`config.mk`:
```
export PLATFORM = sky130hd
export DESIGN_NAME = ntcrack_host_ctrl
export DESIGN_NICKNAME = d
export VERILOG_FILES = /design/src/rtl/ntcrack_host_ctrl.sv
export SDC_FILE = /design/constraint.sdc
export NUM_CORES = 1
export LEC_CHECK = 0
export CORE_AREA = 3 3 265 267
export CTS_CLUSTER_DIAMETER = 100
export DETAILED_ROUTE_END_ITERATION = 16
export DIE_AREA = 0 0 268 270
export PLACE_DENSITY_LB_ADDON = 0.15
export SYNTH_ARGS = -nofsm -noshare
export SYNTH_HDL_FRONTEND = slang
export SYNTH_SLANG_ARGS = --single-unit
```
`constraint.sdc`:
```
create_clock -name clk -period 12.8 [get_ports clk]
set_input_delay 2.56 -clock clk [delete_from_list [all_inputs] [get_ports clk]]
set_output_delay 2.56 -clock clk [all_outputs]
set_load 0.1 [all_outputs]
```
`src/rtl/ntcrack_host_ctrl.sv`:
```
// NT-hash cracker host controller: pin sync, hash assembly, core start,
// first-match arbitration and byte-per-handshake password readback.
module ntcrack_host_ctrl #(
  parameter int NUM_CORES      = 4,
  parameter int HASH_BYTES     = 16,
  parameter int PW_MAX_BYTES   = 16,
  parameter int SYNC_STAGES    = 2,
  parameter int BLINK_DIV_LOG2 = 24
) (
  input  logic                            clk,
  input  logic                            rst,
  input  logic [7:0]                      new_hash_byte,
  input  logic                            store_hash_byte,
  input  logic                            go,
  output logic [8*HASH_BYTES-1:0]         hash,
  output logic [NUM_CORES-1:0]            core_start,
  input  logic [NUM_CORES-1:0]            core_match,
  input  logic [NUM_CORES-1:0]            core_done,
  input  logic [NUM_CORES*8*PW_MAX_BYTES-1:0] core_password,
  output logic                            match_found,
  output logic                            your_turn,
  output logic [7:0]                      password_byte,
  output logic                            blinky_led,
  output logic                            busy
);

  localparam int PW_W  = 8 * PW_MAX_BYTES;
  localparam int CNT_W = (HASH_BYTES > 1) ? $clog2(HASH_BYTES) : 1;
  localparam int IDX_W = (PW_MAX_BYTES > 1) ? $clog2(PW_MAX_BYTES) : 1;

  typedef enum logic [1:0] {
    LOAD,
    RUN,
    EMIT,
    EXHAUSTED
  } state_t;

  state_t state, state_d;

  logic [SYNC_STAGES-1:0]      store_sync;
  logic [SYNC_STAGES-1:0]      go_sync;
  logic [SYNC_STAGES-1:0][7:0] byte_sync;
  logic                        store_prev;
  logic                        go_prev;
  logic                        store_s;
  logic                        go_s;
  logic [7:0]                  byte_s;
  logic                        store_evt;
  logic                        go_evt;

  logic [HASH_BYTES-1:0][7:0]   hash_r;
  logic [CNT_W-1:0]             cnt;
  logic                         full;
  logic [PW_MAX_BYTES-1:0][7:0] pw_lat;
  logic [IDX_W-1:0]             emit_idx;
  logic [BLINK_DIV_LOG2-1:0]    div;
  logic [PW_W-1:0]              match_pw;
  logic [7:0]                   cur_byte;
  logic                         emit_last;
  logic                         any_match;

  assign store_s   = store_sync[SYNC_STAGES-1];
  assign go_s      = go_sync[SYNC_STAGES-1];
  assign byte_s    = byte_sync[SYNC_STAGES-1];
  assign store_evt = store_s & ~store_prev;
  assign go_evt    = go_s & ~go_prev;

  always_ff @(posedge clk or posedge rst) begin
    if (rst) begin
      store_sync <= '0;
      go_sync    <= '0;
      byte_sync  <= '0;
      store_prev <= 1'b0;
      go_prev    <= 1'b0;
      div        <= '0;
    end else begin
      store_sync <= {store_sync[SYNC_STAGES-2:0], store_hash_byte};
      go_sync    <= {go_sync[SYNC_STAGES-2:0], go};
      byte_sync  <= {byte_sync[SYNC_STAGES-2:0], new_hash_byte};
      store_prev <= store_s;
      go_prev    <= go_s;
      div        <= div + 1'b1;
    end
  end

  // Downward scan leaves the lowest-index matching core selected.
  always_comb begin
    match_pw = '0;
    for (int i = NUM_CORES - 1; i >= 0; i--) begin
      if (core_match[i]) match_pw = core_password[i*PW_W +: PW_W];
    end
  end

  assign any_match = |core_match;
  assign cur_byte  = pw_lat[emit_idx];
  assign emit_last = (cur_byte == 8'h00) ||
                     (emit_idx == IDX_W'(PW_MAX_BYTES - 1));

  always_comb begin
    state_d = state;
    unique case (state)
      LOAD: begin
        if (go_evt && !store_evt && full) state_d = RUN;
      end
      RUN: begin
        if (any_match) state_d = EMIT;
        else if (&core_done) state_d = EXHAUSTED;
      end
      EMIT: begin
        if (go_evt && emit_last) state_d = LOAD;
      end
      EXHAUSTED: begin
        if (go_evt) state_d = LOAD;
      end
      default: state_d = LOAD;
    endcase
  end

  always_ff @(posedge clk or posedge rst) begin
    if (rst) begin
      state       <= LOAD;
      core_start  <= '0;
      hash_r      <= '0;
      cnt         <= '0;
      full        <= 1'b0;
      pw_lat      <= '0;
      emit_idx    <= '0;
      match_found <= 1'b0;
    end else begin
      state      <= state_d;
      core_start <= {NUM_CORES{(state == LOAD) && (state_d == RUN)}};
      unique case (state)
        LOAD: begin
          if (store_evt) begin
            hash_r[cnt] <= byte_s;
            if (cnt == CNT_W'(HASH_BYTES - 1)) begin
              cnt  <= '0;
              full <= 1'b1;
            end else begin
              cnt <= cnt + 1'b1;
            end
          end
        end
        RUN: begin
          if (any_match) begin
            pw_lat      <= match_pw;
            match_found <= 1'b1;
            emit_idx    <= '0;
          end
        end
        EMIT: begin
          if (go_evt) begin
            if (emit_last) begin
              match_found <= 1'b0;
              cnt         <= '0;
              full        <= 1'b0;
            end else begin
              emit_idx <= emit_idx + 1'b1;
            end
          end
        end
        EXHAUSTED: begin
          if (go_evt) begin
            match_found <= 1'b0;
            cnt         <= '0;
            full        <= 1'b0;
          end
        end
        default: ;
      endcase
    end
  end

  assign hash          = hash_r;
  assign busy          = (state == RUN);
  assign your_turn     = (state != RUN);
  assign password_byte = (state == EMIT) ? cur_byte : 8'h00;
  assign blinky_led    = (state == RUN)  ? div[BLINK_DIV_LOG2-1] :
                         (state == EMIT);

endmodule

```
# Yosys cells after proc, flatten, opt, wreduce, memory -nomap -nowiden
# Cells that the tools add are included.
[word_totals]
ff_bits = 315
input_bits = 532
output_inout_bits = 144
wordCells = 124
[classes]
add_sub_neg = 3
magnitude_cmp = 3
eq_ne = 14
n_mux = 35
bitwise = 4
reduce_logical = 20
[ops]
columns = ["operator", "n"]
rows = [
  ["two-way mux 128 bit", 4],
  ["bitwise mux 128 bit", 1],
  ["binary-select mux 8 bit (select 4 bit)", 1],
  ["demux 8 bit (select 4 bit)", 1],
  ["two-way mux 4 bit", 8],
  ["adder 24 x 1 -> 24 bit (second input constant)", 1],
  ["two-way mux 8 bit", 3],
  ["case mux 4 bit (3 select lines)", 1],
  ["less-than comparator 4 x 5 -> 1 bit (second input constant)", 2],
  ["two-way mux 2 bit", 5],
  ["!= test 2 bit (second input constant)", 5],
  ["AND reduction 5 bit", 2],
  ["adder 4 x 1 -> 4 bit (second input constant)", 2],
  ["== test 4 bit (second input constant)", 2],
  ["zero test 8 bit", 1],
  ["case mux 2 bit (4 select lines)", 1],
  ["case mux 4 bit (2 select lines)", 1],
  ["AND reduction 4 bit", 2],
  ["two-way mux 1 bit", 7],
  ["!= test 2 x 1 -> 1 bit (second input constant)", 3],
  ["case mux 1 bit (3 select lines)", 2],
  ["AND reduction 6 bit", 1],
  ["nonzero test 3 bit", 2],
  ["logical AND 1 bit", 5],
  ["other kinds (11)", 16],
]

# Logic depth before layout (Yosys ltp)
[depth]
word_depth = 9
depth_mapped = 9

# Worst setup path after synthesis
# OpenSTA, ideal clock, no wires.
[synth_path]
kind = "register to output"
from = "register state[1]"
to = "output port blinky_led"
arrival_time_ns = 2.910
setup_slack_ns = 7.330
path_stages_with_launch = 6
path_buffers = 1
path_cell_list = "dfrtp_1 > clkbuf_1 > nand2b_1 > inv_1 > nand2_1 > nand2_1"
[synth_via]
elab_chain_cells = 2
word_cells_on_any_way = 3
[synth_rtl]
columns = ["element", "line_no", "rtl"]
rows = [
  ["start: declaration", "38", "state_t state, state_d;"],
  ["start signal: assignment", "130", "state <= state_d;"],
  ["== test 2 x 1 -> 1 bit", "-", ""],
  ["named net busy", "24", "output logic busy"],
  ["two-way mux 1 bit", "178", "assign blinky_led = (state == RUN) ? div[BLINK_DIV_LOG2-1] :"],
  ["end: declaration", "23", "output logic blinky_led,"],
]
# The timed path passes the listed nets, and every way through them passes these cells.

# Worst setup path in the final report
[layout_path]
from = "register emit_idx[0]"
to = "output port password_byte[5]"
[layout_via]
elab_chain_cells = 3
[layout_rtl]
columns = ["element", "line_no", "rtl"]
rows = [
  ["start: declaration", "55", "logic [IDX_W-1:0] emit_idx;"],
  ["start signal: assignment", "158", "emit_idx <= emit_idx + 1'b1;"],
  ["binary-select mux 8 bit (select 4 bit)", "95", "assign cur_byte = pw_lat[emit_idx];"],
  ["two-way mux 8 bit (implied by the code)", "95", ""],
  ["two-way mux 8 bit", "177", "assign password_byte = (state == EMIT) ? cur_byte : 8'h00;"],
  ["end: declaration", "22", "output logic [7:0] password_byte,"],
]
# Every way passes these cells. The select of a mux whose other input is x is not followed.

==> results.sh <==
export IMPL_synth_top_area_cell="dfrtp_1"
export IMPL_dp_hpwl_mm=57.50
export IMPL_synth_seq_cells=315
export IMPL_io_pins=676
export IMPL_netlist_area_sq_um=15220
export IMPL_routed_wl_mm=73.55
export IMPL_skew_ns=0.02390
export IMPL_finalNetCount=2445
export IMPL_path_clk_slew_ns=0.06
export IMPL_path_depth=5
export IMPL_final_cell_mix="clkdlybuf4s50_1 (674), dfrtp_1 (313), nand2_1 (168)"
export IMPL_p_leak_nw=9.810
export IMPL_start_util_pct=22.26
export IMPL_synth_simple_gate_area_share_pct=6.587
export IMPL_cp_arrival_ns=3.57
export IMPL_clock_sinks=315
export IMPL_route_met2_wl_mm=37.87
export IMPL_drive_above_1_share_pct=12.22
export IMPL_synth_avg_cell_area_sq_um=11.64
export IMPL_die_width_um=268
export IMPL_drt_iter0_markers=789
export IMPL_post_cts_buffers=0
export IMPL_cp_slowest_cell="clkdlybuf4s50_1"
export IMPL_setup_violations_final=0
export IMPL_grt_pass1_wl_mm=103.9
export IMPL_final_util_pct=35.01
export IMPL_post_cts_resized=0
export IMPL_via_per_inst=4.936
export IMPL_yosysSeqAreaShare_pct=51.80
export IMPL_relSlewSlack_pct=19.41
export IMPL_antenna_found_initial=17
export IMPL_layout_min_cycle_time_ns=6.131
export IMPL_p_seq_share_pct=30.4
export IMPL_finalHoldViolations=0
export IMPL_internal_power_mw=2.855
export IMPL_cp_top_family="buffers and inverters"
export IMPL_cp_data_required_time_ns=10.24
export IMPL_power_switching_share_pct=47.96
export IMPL_portBuffers=675
export IMPL_top_layer="met5"
export IMPL_grt_pass1_vias=14760
export IMPL_status="finished, final reports clean"
export IMPL_power_mw=5.485
export IMPL_path_max_fanout=36
export IMPL_clock_latency_ns=0.57
export IMPL_cts_hold_fix_buffers=0
export IMPL_worstSetupPathType="reg -> out"
export IMPL_drc_errors=0
export IMPL_htreeDepth=2
export IMPL_dieArea_sq_um=72360
export IMPL_hp_class="reg -> reg"
export IMPL_synth_xor_area_share_pct=1.266
export IMPL_die_y_um=270
export IMPL_grt_max_degree=114
export IMPL_synth_fp_nets=1845
export IMPL_end_kind="primary output"
export IMPL_grt_usage_pct=19.63
export IMPL_fin_setup_tns_ns=0
export IMPL_r2r_cells=8
export IMPL_met1Wirelength_mm=29.53
export IMPL_synth_area_leaders="dfrtp_1 (52%), mux2_2 (9.5%), a221oi_1 (7.3%)"
export IMPL_synth_top_family_by_area="compound AO/OA/AOI/OAI gates"
export IMPL_p_comb_share_pct=49.2
export IMPL_cts_tree="done"
export IMPL_worst_pin_slew_ns=1.205
export IMPL_core_sq_um=68350
export IMPL_area_growth_pct=57.27
export IMPL_yosysWarnings=0
export IMPL_antenna_left=0
export IMPL_rsz0062_at_grt="no"
export IMPL_slew_violations=0
export IMPL_muxShareOfSynthArea_pct=14.77
export IMPL_p_clk_share_pct=20.4
export IMPL_whs_path_depth=0
export IMPL_synthCells=1307
export IMPL_post_synth_top_area_fraction_pct=51.80
export IMPL_grt_overflow=0
export IMPL_gp_congestion=0.8576
export IMPL_fmax_ghz=0.1631
export IMPL_cts_buffers=39
export IMPL_cts_path_max_buffers=3
export IMPL_p_switching_mw=2.630
export IMPL_vias=13910
export IMPL_cp_start_kind="flip-flop"
export IMPL_path_cells="buf_4 -> mux4_1 -> a22oi_1 -> a21oi_1 -> clkdlybuf4s50_1"
export IMPL_mostFrequentLayoutCell="clkdlybuf4s50_1"
export IMPL_yosysUniqueCellTypes=52
export IMPL_core_rowCount=96
export IMPL_wl_per_cell_um=26.10
export IMPL_synth_adder_area_share_pct=0.4934
export IMPL_slowest_delay_ns=1.10
export IMPL_vdd_ir_drop_max_mv=0.1573
export IMPL_fin_crit_sh_pct=47.90
export IMPL_dr_wl_met3_mm=4.601
export IMPL_cts_root_buf="clkbuf_16"
export IMPL_path_buf_inv=2
export IMPL_synth_compound_area_share_pct=20.86
export IMPL_max_cap_violations=0
export IMPL_cellPowerDensity_nw_per_um2=229.2
export IMPL_detail_route_first_pass_iterations=5
-- cell type report --
| class | count | area [sq um] |
|---|---|---|
| well taps | 882 | 1104 |
| clock buffers | 54 | 1112 |
| repair buffers | 690 | 6867 |
| diodes | 5 | 12.51 |
| multi-input cells | 849 | 6716 |
| fillers | 6763 | 44420 |
| clock inverters | 11 | 177.7 |
| flip-flops and latches | 315 | 7885 |
| inverters | 12 | 55.05 |
-- cell usage after synthesis (all sizes together) --
library cell and instances:
nand4 3, or4 2, nor2b 6, buf 14, nand2b 6, inv 12
a41oi 2, and2b 1, xor2 8, o21a 1, xnor2 14, o221ai 1
clkbuf 116, mux4 32, ha 6, o21ai 3, nor3 4, o22ai 126
a22o 1, mux2 128, o211ai 1, or2 1, and2 6, clkdlybuf4s25 1
a21boi 2, or2b 1, dfrtp 315, nor2 8, and3 5, o2111ai 2
nand3 16, o31ai 127, mux2i 4, a22oi 16, a21oi 15, nor4 1
a211oi 1, a221oi 126, a31oi 2, nand2 169, and4 2
-- worst reg2reg max path, cell delays in order (launching register included) --
cell,delay (ns)
dfrtp_2,0.34
buf_4,0.53
mux4_1,0.67
a22oi_1,0.25
nand2_1,0.16
or4_4,0.60
o21ai_4,0.35
nand3_1,0.15
a21boi_1,0.15
-- metrics by stage --
stage / area (sq um) / std cells / setup WS, ns / hold slack [ns]
2_1_floorplan: 15220 / 1307 / 1.525 / 0.3312
3_3_place_gp: 22630 / 2748 / 6.792 / 0.3344
3_5_place_dp: 22630 / 2748 / 6.593 / 0.3347
4_1_cts: 23920 / 2813 / 6.577 / 0.3475
5_1_grt: 23920 / 2814 / 6.511 / 0.3520
6_report: 23930 / 2818 / 6.669 / 0.3461
-- kinds of logic after synthesis --
family | count (synthesis)
AOI/OAI and AO/OA | 426
xor gates and xnor gates | 22
adders and majority gates | 6
buffers and inverters | 143
DFF | 315
muxes | 164
and+or+nand+nor | 231
-- power by group through the flow --
stage	clock network (mW)	logic (mW)	registers (mW)
5_1_grt	1.19	2.82	1.71
2_1_floorplan	0	0.817	2.69
3_3_place_gp	0	2.70	1.70
6_report	1.12	2.70	1.67
4_1_cts	1.16	2.73	1.68
3_5_place_dp	0	2.72	1.69
-- sequential cells by signal, indices dropped and copies added, names as in the netlist --
signal,flops
match_found,1
emit_idx,4
div,24
core_start,1
hash,128
cnt,4
store_prev,1
go_prev,1
byte_sync,8
go_sync,2
byte_s,8
full,1
state,2
pw_lat,128
store_sync,2
-- per-layer routing --
metal,vias up,track usage (%)
li1,6331,-
met1,6971,23.75
met2,514,35.45
met3,80,4.427
met4,14,4.090
met5,-,0
-- path summary, 6_finish.rpt --
| kind | from | to | slack (ns) |
|---|---|---|---|
| hold / removal | store_sync[0] | store_sync[1] | 0.35 |
| min in group asynchronous | rst | byte_sync[6] | 2.57 |
| max in group asynchronous | rst | pw_lat[53] | 7.81 |
| hold reg to reg | store_sync[0] | store_sync[1] | 0.35 |
| setup reg to reg | emit_idx[0] | full | 9.47 |
| setup / recovery | emit_idx[0] | password_byte[5] | 6.67 |
No activity file was read; power rests on OpenSTA's default activity.
